$ cat src/rtl/mc_control_fsm_pkg.sv
// Shared types and encodings for the multicycle RV32I control FSM (package mcu_pkg).
// Contents:
//   opcode_e : RV32I major opcodes decoded by the FSM
//   state_e  : controller states
//   mux-select encodings for pcSrc, regSrc, immedSrc, aluSrcA, aluSrcB and aluOp
//   halt-cause encodings
//   ctrl_t   : bundle of every datapath control output, used internally by the top
package mcu_pkg;

  typedef enum logic [6:0] {
    OpcLoad   = 7'b0000011,
    OpcOpImm  = 7'b0010011,
    OpcAuipc  = 7'b0010111,
    OpcStore  = 7'b0100011,
    OpcOp     = 7'b0110011,
    OpcLui    = 7'b0110111,
    OpcBranch = 7'b1100011,
    OpcJalr   = 7'b1100111,
    OpcJal    = 7'b1101111,
    OpcSystem = 7'b1110011
  } opcode_e;

  typedef enum logic [3:0] {
    StFetch,
    StDecode,
    StExec,
    StMemAddr,
    StMemRd,
    StMemWb,
    StMemWr,
    StBranch,
    StJump,
    StHalt
  } state_e;

  // pcSrc
  localparam logic [1:0] PcSrcAlu    = 2'd0;  // ALU result (PC+4)
  localparam logic [1:0] PcSrcTarget = 2'd1;  // oldPC + imm
  localparam logic [1:0] PcSrcJalr   = 2'd2;  // ALU result & ~1

  // regSrc
  localparam logic [1:0] RegSrcAlu  = 2'd0;
  localparam logic [1:0] RegSrcMem  = 2'd1;
  localparam logic [1:0] RegSrcLink = 2'd2;  // oldPC + 4
  localparam logic [1:0] RegSrcImm  = 2'd3;

  // immedSrc
  localparam logic [2:0] ImmI = 3'd0;
  localparam logic [2:0] ImmS = 3'd1;
  localparam logic [2:0] ImmB = 3'd2;
  localparam logic [2:0] ImmU = 3'd3;
  localparam logic [2:0] ImmJ = 3'd4;

  // aluSrcA
  localparam logic [1:0] ASrcRs1   = 2'd0;
  localparam logic [1:0] ASrcPc    = 2'd1;
  localparam logic [1:0] ASrcOldPc = 2'd2;
  localparam logic [1:0] ASrcZero  = 2'd3;

  // aluSrcB
  localparam logic [1:0] BSrcRs2  = 2'd0;
  localparam logic [1:0] BSrcImm  = 2'd1;
  localparam logic [1:0] BSrcFour = 2'd2;

  // aluOp
  localparam logic [2:0] AluAdd    = 3'd0;
  localparam logic [2:0] AluCmp    = 3'd1;
  localparam logic [2:0] AluRFunct = 3'd2;
  localparam logic [2:0] AluIFunct = 3'd3;

  // halt_cause
  localparam logic [1:0] HaltNone    = 2'd0;
  localparam logic [1:0] HaltError   = 2'd1;
  localparam logic [1:0] HaltIllegal = 2'd2;
  localparam logic [1:0] HaltTimeout = 2'd3;

  typedef struct packed {
    logic       pc_update;
    logic [1:0] pc_src;
    logic       ir_write;
    logic       addr_src;
    logic       mem_read;
    logic       mem_write;
    logic [1:0] reg_src;
    logic       reg_write;
    logic [2:0] immed_src;
    logic [1:0] alu_src_a;
    logic [1:0] alu_src_b;
    logic [2:0] alu_op;
    logic       halted;
  } ctrl_t;

  // States that wait on the memory handshake and therefore run the watchdog.
  function automatic logic is_wait_state(state_e s);
    return (s == StFetch) || (s == StMemRd) || (s == StMemWr);
  endfunction

endpackage

$ cat src/rtl/mc_control_fsm_if.sv
// Control bus between mc_control_fsm and the datapath / memory.
// Inputs to the FSM : opcode, error, mem_ready, br_taken
// Outputs of the FSM: pcUpdate, pcSrc, irWrite, addrSrc, memRead, memWrite, regSrc, regWrite,
//                     immedSrc, aluSrcA, aluSrcB, aluOp, halted, halt_cause,
//                     cycle_cnt, instret_cnt (CNT_W wide)
// Modports: master = controller side, slave = datapath side.
interface mc_control_fsm_if #(
  parameter int unsigned CNT_W = 32
);
  logic [6:0]       opcode;
  logic             error;
  logic             mem_ready;
  logic             br_taken;
  logic             pcUpdate;
  logic [1:0]       pcSrc;
  logic             irWrite;
  logic             addrSrc;
  logic             memRead;
  logic             memWrite;
  logic [1:0]       regSrc;
  logic             regWrite;
  logic [2:0]       immedSrc;
  logic [1:0]       aluSrcA;
  logic [1:0]       aluSrcB;
  logic [2:0]       aluOp;
  logic             halted;
  logic [1:0]       halt_cause;
  logic [CNT_W-1:0] cycle_cnt;
  logic [CNT_W-1:0] instret_cnt;

  modport master (
    input  opcode, error, mem_ready, br_taken,
    output pcUpdate, pcSrc, irWrite, addrSrc, memRead, memWrite, regSrc, regWrite,
           immedSrc, aluSrcA, aluSrcB, aluOp, halted, halt_cause, cycle_cnt, instret_cnt
  );

  modport slave (
    output opcode, error, mem_ready, br_taken,
    input  pcUpdate, pcSrc, irWrite, addrSrc, memRead, memWrite, regSrc, regWrite,
           immedSrc, aluSrcA, aluSrcB, aluOp, halted, halt_cause, cycle_cnt, instret_cnt
  );
endinterface

$ cat src/rtl/mc_control_fsm_wait_timer.sv
// mcu_wait_timer: memory-wait watchdog counter.
// Ports:
//   clk, rst_n  : clock, async active-low reset
//   count_en_i  : a wait state is stalled on mem_ready this cycle
//   clear_i     : FSM is changing state; restart the count
//   expired_o   : this stalled cycle is the MEM_TIMEOUT-th in a row (never with MEM_TIMEOUT=0)
module mcu_wait_timer #(
  parameter int unsigned TMR_W       = 8,
  parameter int unsigned MEM_TIMEOUT = 64
) (
  input  logic clk,
  input  logic rst_n,
  input  logic count_en_i,
  input  logic clear_i,
  output logic expired_o
);

  localparam int unsigned          LimitInt = (MEM_TIMEOUT == 0) ? 0 : MEM_TIMEOUT - 1;
  localparam logic [TMR_W-1:0]     Limit    = LimitInt[TMR_W-1:0];
  localparam bit                   Enabled  = (MEM_TIMEOUT != 0);

  logic [TMR_W-1:0] timer_q, timer_d;

  always_comb begin
    timer_d = timer_q;
    if (clear_i) begin
      timer_d = '0;
    end else if (count_en_i && (timer_q != '1)) begin
      timer_d = timer_q + TMR_W'(1);
    end
  end

  always_ff @(posedge clk or negedge rst_n) begin
    if (!rst_n) begin
      timer_q <= '0;
    end else begin
      timer_q <= timer_d;
    end
  end

  assign expired_o = Enabled && count_en_i && (timer_q == Limit);

endmodule

$ cat src/rtl/mc_control_fsm.sv
// mc_control_fsm: multicycle RV32I control FSM driving datapath muxes and enables.
// Ports:
//   clk   : clock
//   rst_n : async active-low reset; while low every control output is forced to 0
//   bus   : mc_control_fsm_if.master (opcode/error/mem_ready/br_taken in, controls out)
// Parameters: MEM_TIMEOUT (0 disables the watchdog), CNT_W (counter width), TMR_W (timer width).
// Optional: define MCU_PERF_CNT_EN to build the cycle/instret counters; otherwise both
// outputs are tied to 0 and no counter flops exist.
module mc_control_fsm
  import mcu_pkg::*;
#(
  parameter int unsigned MEM_TIMEOUT = 64,
  parameter int unsigned CNT_W       = 32,
  parameter int unsigned TMR_W       = 8
) (
  input  logic                clk,
  input  logic                rst_n,
  mc_control_fsm_if.master    bus
);

  state_e     state_q, state_d;
  logic [1:0] cause_q, cause_d;
  logic       tmr_expired;
  logic       tmr_count_en;
  logic       tmr_clear;
  opcode_e    opc;
  ctrl_t      ctrl;

  assign opc = opcode_e'(bus.opcode);

  // Watchdog only runs while a memory handshake is stalled.
  assign tmr_count_en = is_wait_state(state_q) && !bus.mem_ready;
  assign tmr_clear    = (state_d != state_q);

  mcu_wait_timer #(
    .TMR_W      (TMR_W),
    .MEM_TIMEOUT(MEM_TIMEOUT)
  ) u_wait_timer (
    .clk       (clk),
    .rst_n     (rst_n),
    .count_en_i(tmr_count_en),
    .clear_i   (tmr_clear),
    .expired_o (tmr_expired)
  );

  // Next state. mem_ready on the expiring cycle still advances normally; error overrides all.
  always_comb begin
    state_d = state_q;
    cause_d = cause_q;
    unique case (state_q)
      StFetch: begin
        if (bus.mem_ready) begin
          state_d = StDecode;
        end else if (tmr_expired) begin
          state_d = StHalt;
          cause_d = HaltTimeout;
        end
      end
      StDecode: begin
        case (opc)
          OpcOp, OpcOpImm, OpcLui, OpcAuipc: state_d = StExec;
          OpcLoad, OpcStore:                 state_d = StMemAddr;
          OpcBranch:                         state_d = StBranch;
          OpcJal, OpcJalr:                   state_d = StJump;
          default: begin
            state_d = StHalt;
            cause_d = HaltIllegal;
          end
        endcase
      end
      StExec:    state_d = StFetch;
      StMemAddr: state_d = (opc == OpcLoad) ? StMemRd : StMemWr;
      StMemRd: begin
        if (bus.mem_ready) begin
          state_d = StMemWb;
        end else if (tmr_expired) begin
          state_d = StHalt;
          cause_d = HaltTimeout;
        end
      end
      StMemWb: state_d = StFetch;
      StMemWr: begin
        if (bus.mem_ready) begin
          state_d = StFetch;
        end else if (tmr_expired) begin
          state_d = StHalt;
          cause_d = HaltTimeout;
        end
      end
      StBranch: state_d = StFetch;
      StJump:   state_d = StFetch;
      StHalt:   state_d = StHalt;
      default: begin
        state_d = StHalt;
        cause_d = HaltIllegal;
      end
    endcase

    // HALT is terminal, so the cause is written once per reset and stays sticky.
    if (bus.error && (state_q != StHalt)) begin
      state_d = StHalt;
      cause_d = HaltError;
    end
  end

  always_ff @(posedge clk or negedge rst_n) begin
    if (!rst_n) begin
      state_q <= StFetch;
      cause_q <= HaltNone;
    end else begin
      state_q <= state_d;
      cause_q <= cause_d;
    end
  end

  // Moore decode of the current state; irWrite/pcUpdate are qualified by mem_ready/br_taken.
  always_comb begin
    ctrl = '0;
    unique case (state_q)
      StFetch: begin
        ctrl.mem_read  = 1'b1;
        ctrl.addr_src  = 1'b0;
        ctrl.alu_src_a = ASrcPc;
        ctrl.alu_src_b = BSrcFour;
        ctrl.alu_op    = AluAdd;
        ctrl.pc_src    = PcSrcAlu;
        if (bus.mem_ready) begin
          ctrl.ir_write  = 1'b1;
          ctrl.pc_update = 1'b1;
        end
      end
      StDecode: begin
      end
      StExec: begin
        ctrl.reg_write = 1'b1;
        ctrl.reg_src   = RegSrcAlu;
        case (opc)
          OpcOp: begin
            ctrl.alu_src_a = ASrcRs1;
            ctrl.alu_src_b = BSrcRs2;
            ctrl.alu_op    = AluRFunct;
          end
          OpcOpImm: begin
            ctrl.alu_src_a = ASrcRs1;
            ctrl.alu_src_b = BSrcImm;
            ctrl.immed_src = ImmI;
            ctrl.alu_op    = AluIFunct;
          end
          OpcLui: begin
            ctrl.alu_src_a = ASrcZero;
            ctrl.alu_src_b = BSrcImm;
            ctrl.immed_src = ImmU;
            ctrl.alu_op    = AluAdd;
          end
          OpcAuipc: begin
            ctrl.alu_src_a = ASrcOldPc;
            ctrl.alu_src_b = BSrcImm;
            ctrl.immed_src = ImmU;
            ctrl.alu_op    = AluAdd;
          end
          default: begin
          end
        endcase
      end
      StMemAddr: begin
        ctrl.alu_src_a = ASrcRs1;
        ctrl.alu_src_b = BSrcImm;
        ctrl.immed_src = (opc == OpcLoad) ? ImmI : ImmS;
        ctrl.alu_op    = AluAdd;
      end
      StMemRd: begin
        ctrl.mem_read = 1'b1;
        ctrl.addr_src = 1'b1;
      end
      StMemWb: begin
        ctrl.reg_write = 1'b1;
        ctrl.reg_src   = RegSrcMem;
      end
      StMemWr: begin
        ctrl.mem_write = 1'b1;
        ctrl.addr_src  = 1'b1;
      end
      StBranch: begin
        ctrl.alu_src_a = ASrcRs1;
        ctrl.alu_src_b = BSrcRs2;
        ctrl.alu_op    = AluCmp;
        ctrl.immed_src = ImmB;
        ctrl.pc_src    = PcSrcTarget;
        ctrl.pc_update = bus.br_taken;
      end
      StJump: begin
        ctrl.reg_write = 1'b1;
        ctrl.reg_src   = RegSrcLink;
        ctrl.pc_update = 1'b1;
        if (opc == OpcJalr) begin
          ctrl.alu_src_a = ASrcRs1;
          ctrl.alu_src_b = BSrcImm;
          ctrl.immed_src = ImmI;
          ctrl.alu_op    = AluAdd;
          ctrl.pc_src    = PcSrcJalr;
        end else begin
          ctrl.pc_src    = PcSrcTarget;
          ctrl.immed_src = ImmJ;
        end
      end
      StHalt: begin
        ctrl.halted = 1'b1;
      end
      default: begin
      end
    endcase
    // Reset drops any in-flight request immediately, without waiting for a clock edge.
    if (!rst_n) begin
      ctrl = '0;
    end
  end

  assign bus.pcUpdate   = ctrl.pc_update;
  assign bus.pcSrc      = ctrl.pc_src;
  assign bus.irWrite    = ctrl.ir_write;
  assign bus.addrSrc    = ctrl.addr_src;
  assign bus.memRead    = ctrl.mem_read;
  assign bus.memWrite   = ctrl.mem_write;
  assign bus.regSrc     = ctrl.reg_src;
  assign bus.regWrite   = ctrl.reg_write;
  assign bus.immedSrc   = ctrl.immed_src;
  assign bus.aluSrcA    = ctrl.alu_src_a;
  assign bus.aluSrcB    = ctrl.alu_src_b;
  assign bus.aluOp      = ctrl.alu_op;
  assign bus.halted     = ctrl.halted;
  assign bus.halt_cause = cause_q;

`ifdef MCU_PERF_CNT_EN
  logic [CNT_W-1:0] cycle_q, instret_q;
  logic             retire;

  // An instruction retires when the FSM returns to FETCH from a completing state.
  assign retire = (state_d == StFetch) &&
                  ((state_q == StExec) || (state_q == StMemWb) || (state_q == StMemWr) ||
                   (state_q == StBranch) || (state_q == StJump));

  always_ff @(posedge clk or negedge rst_n) begin
    if (!rst_n) begin
      cycle_q   <= '0;
      instret_q <= '0;
    end else begin
      if (state_q != StHalt) begin
        cycle_q <= cycle_q + CNT_W'(1);
      end
      if (retire) begin
        instret_q <= instret_q + CNT_W'(1);
      end
    end
  end

  assign bus.cycle_cnt   = cycle_q;
  assign bus.instret_cnt = instret_q;
`else
  assign bus.cycle_cnt   = {CNT_W{1'b0}};
  assign bus.instret_cnt = {CNT_W{1'b0}};
`endif

endmodule

$ cat src/flat_wrapper.sv
// flat-port wrapper written by rule: the top's interface ports become plain ports
module mc_control_fsm_flat import mcu_pkg::*;
#(
  parameter int unsigned MEM_TIMEOUT = 64,
  parameter int unsigned CNT_W       = 32,
  parameter int unsigned TMR_W       = 8
)
  (clk, rst_n, bus_opcode, bus_error, bus_mem_ready, bus_br_taken, bus_pcUpdate, bus_pcSrc, bus_irWrite, bus_addrSrc, bus_memRead, bus_memWrite, bus_regSrc, bus_regWrite, bus_immedSrc, bus_aluSrcA, bus_aluSrcB, bus_aluOp, bus_halted, bus_halt_cause, bus_cycle_cnt, bus_instret_cnt);
  mc_control_fsm_if #(.CNT_W(CNT_W)) bus_i ();
  input  logic clk;
  input  logic rst_n;
  input wire logic [$bits(bus_i.opcode)-1:0] bus_opcode;
  input wire logic [$bits(bus_i.error)-1:0] bus_error;
  input wire logic [$bits(bus_i.mem_ready)-1:0] bus_mem_ready;
  input wire logic [$bits(bus_i.br_taken)-1:0] bus_br_taken;
  output wire logic [$bits(bus_i.pcUpdate)-1:0] bus_pcUpdate;
  output wire logic [$bits(bus_i.pcSrc)-1:0] bus_pcSrc;
  output wire logic [$bits(bus_i.irWrite)-1:0] bus_irWrite;
  output wire logic [$bits(bus_i.addrSrc)-1:0] bus_addrSrc;
  output wire logic [$bits(bus_i.memRead)-1:0] bus_memRead;
  output wire logic [$bits(bus_i.memWrite)-1:0] bus_memWrite;
  output wire logic [$bits(bus_i.regSrc)-1:0] bus_regSrc;
  output wire logic [$bits(bus_i.regWrite)-1:0] bus_regWrite;
  output wire logic [$bits(bus_i.immedSrc)-1:0] bus_immedSrc;
  output wire logic [$bits(bus_i.aluSrcA)-1:0] bus_aluSrcA;
  output wire logic [$bits(bus_i.aluSrcB)-1:0] bus_aluSrcB;
  output wire logic [$bits(bus_i.aluOp)-1:0] bus_aluOp;
  output wire logic [$bits(bus_i.halted)-1:0] bus_halted;
  output wire logic [$bits(bus_i.halt_cause)-1:0] bus_halt_cause;
  output wire logic [$bits(bus_i.cycle_cnt)-1:0] bus_cycle_cnt;
  output wire logic [$bits(bus_i.instret_cnt)-1:0] bus_instret_cnt;
  assign bus_i.opcode = bus_opcode;
  assign bus_i.error = bus_error;
  assign bus_i.mem_ready = bus_mem_ready;
  assign bus_i.br_taken = bus_br_taken;
  assign bus_pcUpdate = bus_i.pcUpdate;
  assign bus_pcSrc = bus_i.pcSrc;
  assign bus_irWrite = bus_i.irWrite;
  assign bus_addrSrc = bus_i.addrSrc;
  assign bus_memRead = bus_i.memRead;
  assign bus_memWrite = bus_i.memWrite;
  assign bus_regSrc = bus_i.regSrc;
  assign bus_regWrite = bus_i.regWrite;
  assign bus_immedSrc = bus_i.immedSrc;
  assign bus_aluSrcA = bus_i.aluSrcA;
  assign bus_aluSrcB = bus_i.aluSrcB;
  assign bus_aluOp = bus_i.aluOp;
  assign bus_halted = bus_i.halted;
  assign bus_halt_cause = bus_i.halt_cause;
  assign bus_cycle_cnt = bus_i.cycle_cnt;
  assign bus_instret_cnt = bus_i.instret_cnt;
  mc_control_fsm #(.MEM_TIMEOUT(MEM_TIMEOUT), .CNT_W(CNT_W), .TMR_W(TMR_W)) u_core (.clk(clk), .rst_n(rst_n), .bus(bus_i));
endmodule
$ cat config.mk
export PLATFORM = sky130hd
export DESIGN_NAME = mc_control_fsm_flat
export DESIGN_NICKNAME = d
export VERILOG_FILES = /design/src/rtl/mc_control_fsm_pkg.sv /design/src/rtl/mc_control_fsm_if.sv /design/src/rtl/mc_control_fsm_wait_timer.sv /design/src/rtl/mc_control_fsm.sv /design/src/flat_wrapper.sv
export SDC_FILE = /design/constraint.sdc
export NUM_CORES = 1
export LEC_CHECK = 0
export CAP_MARGIN = 20
export CORE_MARGIN = 2
export CORE_UTILIZATION = 43
export DETAILED_ROUTE_END_ITERATION = 8
export PLACE_DENSITY = 0.88
export SYNTH_ARGS = -nofsm -noshare
export SYNTH_HDL_FRONTEND = slang
export SYNTH_SLANG_ARGS = --single-unit
export TNS_END_PERCENT = 1
$ cat constraint.sdc
create_clock -name clk -period 4.5 [get_ports clk]
set_input_delay 1.35 -clock clk [delete_from_list [all_inputs] [get_ports clk]]
set_output_delay 1.35 -clock clk [all_outputs]
set_load 0.05 [all_outputs]
# [Yosys cells after proc, flatten, opt, wreduce, memory -nomap -nowiden]
# Cells that the tools add are included.
# W data, S select, Z words.
[classes] add_sub_neg=1 n_eq_ne=26 mux=32 reduce_logical=20
[ops] op="$pmux W7 S5" n=1
[ops] op="$pmux W7 S4" n=1
[ops] op="$mux W4" n=6
[ops] op="$pmux W4 S6" n=1
[ops] op="$eq A7 B6 Y1 const B" n=3
[ops] op="$eq A7 B7 Y1 const B" n=3
[ops] op="$mux W21" n=1
[ops] op="$pmux W3 S3" n=2
[ops] op="$eq A4 B3 Y1 const B" n=4
[ops] op="$mux W8" n=2
[ops] op="$pmux W4 S4" n=1
[ops] op="$eq A7 B5 Y1 const B" n=2
[ops] op="$mux W2" n=7
[ops] op="$pmux W3 S4" n=1
[ops] op="$reduce_or A2 Y1" n=5
[ops] op="$reduce_or A9 Y1" n=1
[ops] op="$add A8 B1 Y8 const B" n=1
[ops] op="$eq A4 B2 Y1 const B" n=2
[ops] op="$eq A4 B4 Y1 const B" n=2
[ops] op="$eq A8 B6 Y1 const B" n=1
[ops] op="$ne A8 B8 Y1 const B" n=1
[ops] op="$reduce_or A4 Y1" n=2
[ops] op="$eq A7 B2 Y1 const B" n=1
[ops] op="$mux W1" n=7
[ops] op="16 further kinds" n=21
[word_totals] ff_bits=14 in_bits=12 output_inout_bits=87

# [Longest topological paths before layout]
[depth] ltp_word=11 ltp_mapped=8

# [By module]
# A second synthesis with hierarchy kept.
[unflattened] hier_cells=234 area_unflattened_um2=1774.2
[by_module_without_submodules] mod="mc_control_fsm" instances=1 cells_per_inst=188 area_each_um2=1287.5 seq_area_each_um2=150.1
[by_module_without_submodules] mod="mcu_wait_timer" instances=1 cells_per_inst=46 area_each_um2=486.7 seq_area_each_um2=200.2

# [Least setup slack after synthesis]
# Ideal clock, no wire load.
[synth_timing] kind="input to output" startpoint="input port rst_n" endpoint="output port bus_aluSrcA[0]" arrival_ps=4073 t_required_ps=3150 path_slack_ps=-923 stages=3 path_buffers=0 path_cell_list="nor4b_1 > and2_1 > a21o_1"
[synth_between] elab_chain_cells=1
[synth_rtl] element="start: declaration" line_no="flat_wrapper.sv:11" text="input logic rst_n;"
[synth_rtl] element="$mux W21" line_no="mc_control_fsm.sv:213" text="if (!rst_n) begin"
[synth_rtl] element="end: declaration" line_no="flat_wrapper.sv:25" text="output wire logic [$bits(bus_i.aluSrcA)-1:0] bus_aluSrcA;"
# Every way passes these cells.

# [Final worst setup path]
[layout_timing] startpoint="input port bus_opcode[1]" endpoint="output port bus_aluSrcA[0]"
[layout_between] elab_chain_cells=4 elab_cells_between_ends=7 classes_between="4 x eq/ne; 3 x mux"
[layout_rtl] element="start: declaration" line_no="flat_wrapper.sv:12" text="input wire logic [$bits(bus_i.opcode)-1:0] bus_opcode;"
[layout_rtl] element="$eq A7 B5 Y1 / $eq A7 B6 Y1 (equally long branches)" line_no="mc_control_fsm.sv:137" text="case (opc)"
[layout_rtl] element="$pmux W7 S4 (*)" line_no="mc_control_fsm.sv:137"
[layout_rtl] element="$pmux W7 S5 (*)" line_no="mc_control_fsm.sv:119" text="unique case (state_q)"
[layout_rtl] element="$mux W21 (*)" line_no="mc_control_fsm.sv:213"
# Mark *: on every way between the ends. The rest lies on a longest branch, timed or not.

==> results.ini <==
[yosys]
synth_top_area_cell=buf_4
ys_dominant_reg_cell=dfrtp_1
netlist.area_leader.share_pct=27.20
synthCells=243
synth-edff-count=0
yosysMostFrequentCell=buf_4
ys_types=51
synthTopCellsByArea=buf_4 (27%), dfrtp_1 (19%), nor2_1 (4.5%)
syn_area_um2=1822
yosysWarnings=0
ys_ff_latch=14
synth_seq_area_share_pct=19.23
synthTopCellsByCount=buf_4 (66), nor2_1 (22), nand2_1 (17)
syn_area_per_cell_um2=7.497
async_flop_share_pct=100.0

[setup_path]
critPathTopFamily=simple AND/OR/NAND/NOR gates
cp_cell_sequence=clkdlybuf4s50_1 > and2_1 > nor2b_4 > nand4_1 > or2_4 > nor2_2 > a21o_1 > buf_12
crit_type=in -> out
crit_slowest_cell=clkdlybuf4s50_1
r2r-start=u_core.state_q[3]
cp_max_fo=4
startpoint_type=primary input
path_buf_inv=2
rr_worst_depth=6
worstPathArrival_ns=3.08
r2r_setup_slack_ns=1.96
critPathRequiredTime_ns=3.15
slowest_delay_ns=0.47
cp-end-kind=output pin
r2r_end=u_core.u_wait_timer.timer_q[6]

[hold_path]
whs_path_depth=1
hold_start=u_core.bus.halt_cause[1]
min_to=u_core.bus.halt_cause[1]
min_path_type=reg -> reg

[global_routing]
gr-total-overflow=0
grt_util_met1_pct=19.86
antenna_found_initial=0
grtUsageMet3_pct=3.363
grt_pass1_wl_um=6541
grt_max_degree=20
grt_busiest_layer=met2
met2_usage_pct=28.74
grt_pass1_vias=1431
grt_use_total_pct=16.54

[clock_network]
clock_sink_count=14
cts_root_buf=clkbuf_8
clk_path_buf_depth=2
htree_levels=1
cts_tree=built
cts.clk_slew.worst_paths_ns=0.06
cts_made_buffers=3
clk_latency_ns=0.25

[floorplanning]
die_h_um=69.09
die_w_um=69.09
row_count=23
dieArea_um2=4773
boundaryPins=99
initial_core_util_pct=45.22
core_area_um2=4029

[route]
drtAntennaViolNets=0
vias=1659
wl_um=4232
drcViolationCount=0
drtPass1Iterations=4
drt_iter0_drc=85
wl_per_cell_um=12.94
viasPerCell=5.073

[timing]
min_period_ns=4.426
slew_headroom_pct=52.69
tns_ns=0
fin_crit_sh_pct=98.35
setup_viol=0
final.setup_skew_ns=0.001501
maxSlewViolCount=0
finalHoldViolCount=0
max_freq_ghz=0.2260
tightest_slew_ns=0.7097

[power_and_ir_drop]
power.total_uw=558.5
p_leak_nw=0.9715
ir_drop_v=0.0001556
power_per_cell_area_nw_per_um2=246.6

[final_layout]
diodes=0
layoutNonFillerInstCount=327
drive_above_1_share_pct=17.69
syn2layout_area_growth_pct=24.31
nNetsFinal=291
final_core_util_pct=56.21

[place]
place.gp.congestion=0.8940
dpl.hpwl_um=3323
numPlacedInstances=323
io_buffer_count=33

[outcome]
status=finished clean

[flow_run]
maxCapViolations=0

[power breakdown]
group / internal (mW) / total, mW / switching, mW
clock network: 0.0776 / 0.125 / 0.0474
registers: 0.137 / 0.153 / 0.0159
logic: 0.0655 / 0.281 / 0.215
total: 0.280 / 0.559 / 0.278
[metrics by stage]
step | instance area [um2] | setup WS, ns | hold slack (ns)
global placement | 2182 | 0.07655 | 0.4975
CTS | 2237 | 0.03820 | 0.5125
detailed placement | 2182 | 0.04409 | 0.4997
global route | 2265 | -0.06091 | 0.5430
finish | 2265 | 0.07438 | 0.5117
floorplan | 2076 | -0.1367 | 0.5390
[registers in the layout, indices dropped and copies added (netlist names)]
signal,flops
u_core.bus.halt_cause,2
u_core.u_wait_timer.timer_q,8
u_core.state_q,4
[cell type report]
| type | instances | area (um2) |
|---|---|---|
| Timing Repair Buffer | 40 | 583.1 |
| Fill cell | 355 | 1764 |
| Clock buffer | 4 | 55.05 |
| Tap cell | 50 | 62.56 |
| Sequential cell | 14 | 350.3 |
| Multi-Input combinational cell | 210 | 1180 |
| Inverter | 9 | 33.78 |
[layer usage]
metal | share of wire, % | wire length (um) | up-vias
li1 | - | - | 780
met3 | 6.6 | 281 | 12
met1 | 39 | 1636 | 782
met5 | 0 | 0 | -
met4 | 2.6 | 110 | 0
met2 | 52 | 2203 | 85
[logic make-up after synthesis]
family / Yosys count / share of synthesized area (%)
and+or+nand+nor: 93 / 27.27
buffers and inverters: 83 / 31.46
AOI/OAI and AO/OA: 42 / 16.55
DFF: 14 / 19.23
xor gates and xnor gates: 6 / 2.885
muxes: 3 / 1.717
adders and majority gates: 1 / 0.6867
other: 1 / 0.2058
[worst max-delay path by stage]
stage | slack [ns] | from | end | cells past startpoint
after floorplan | -0.14 | rst_n | bus_aluSrcA[0] | 3
after global placement | 0.08 | bus_opcode[4] | bus_immedSrc[1] | 7
after detailed placement | 0.04 | bus_opcode[4] | bus_immedSrc[1] | 7
after CTS | 0.04 | bus_opcode[4] | bus_immedSrc[1] | 7
after global routing | -0.06 | bus_opcode[1] | bus_aluSrcA[0] | 8
final | 0.07 | bus_opcode[1] | bus_aluSrcA[0] | 8
[timing repair]
| item | in CTS | in global routing |
|---|---|---|
| endpoints found under the hold margin | 0 | 0 |
| endpoints found under the setup margin | 0 | 5 |
| setup buffers | 0 | 0 |
| gates resized for setup | 0 | 6 |
| hold buffers | 0 | 0 |
[placed cells by master, fill, tap and decap left out, types with 8 or more instances in the layout]
cell and n:
a21oi_1 10, buf_12 20, clkdlybuf4s50_1 13, conb_1 65, dfrtp_1 14, inv_1 8, nand2_1 17, nor2_1 21
nor3_1 15
No activity file was read; power rests on OpenSTA's default activity.
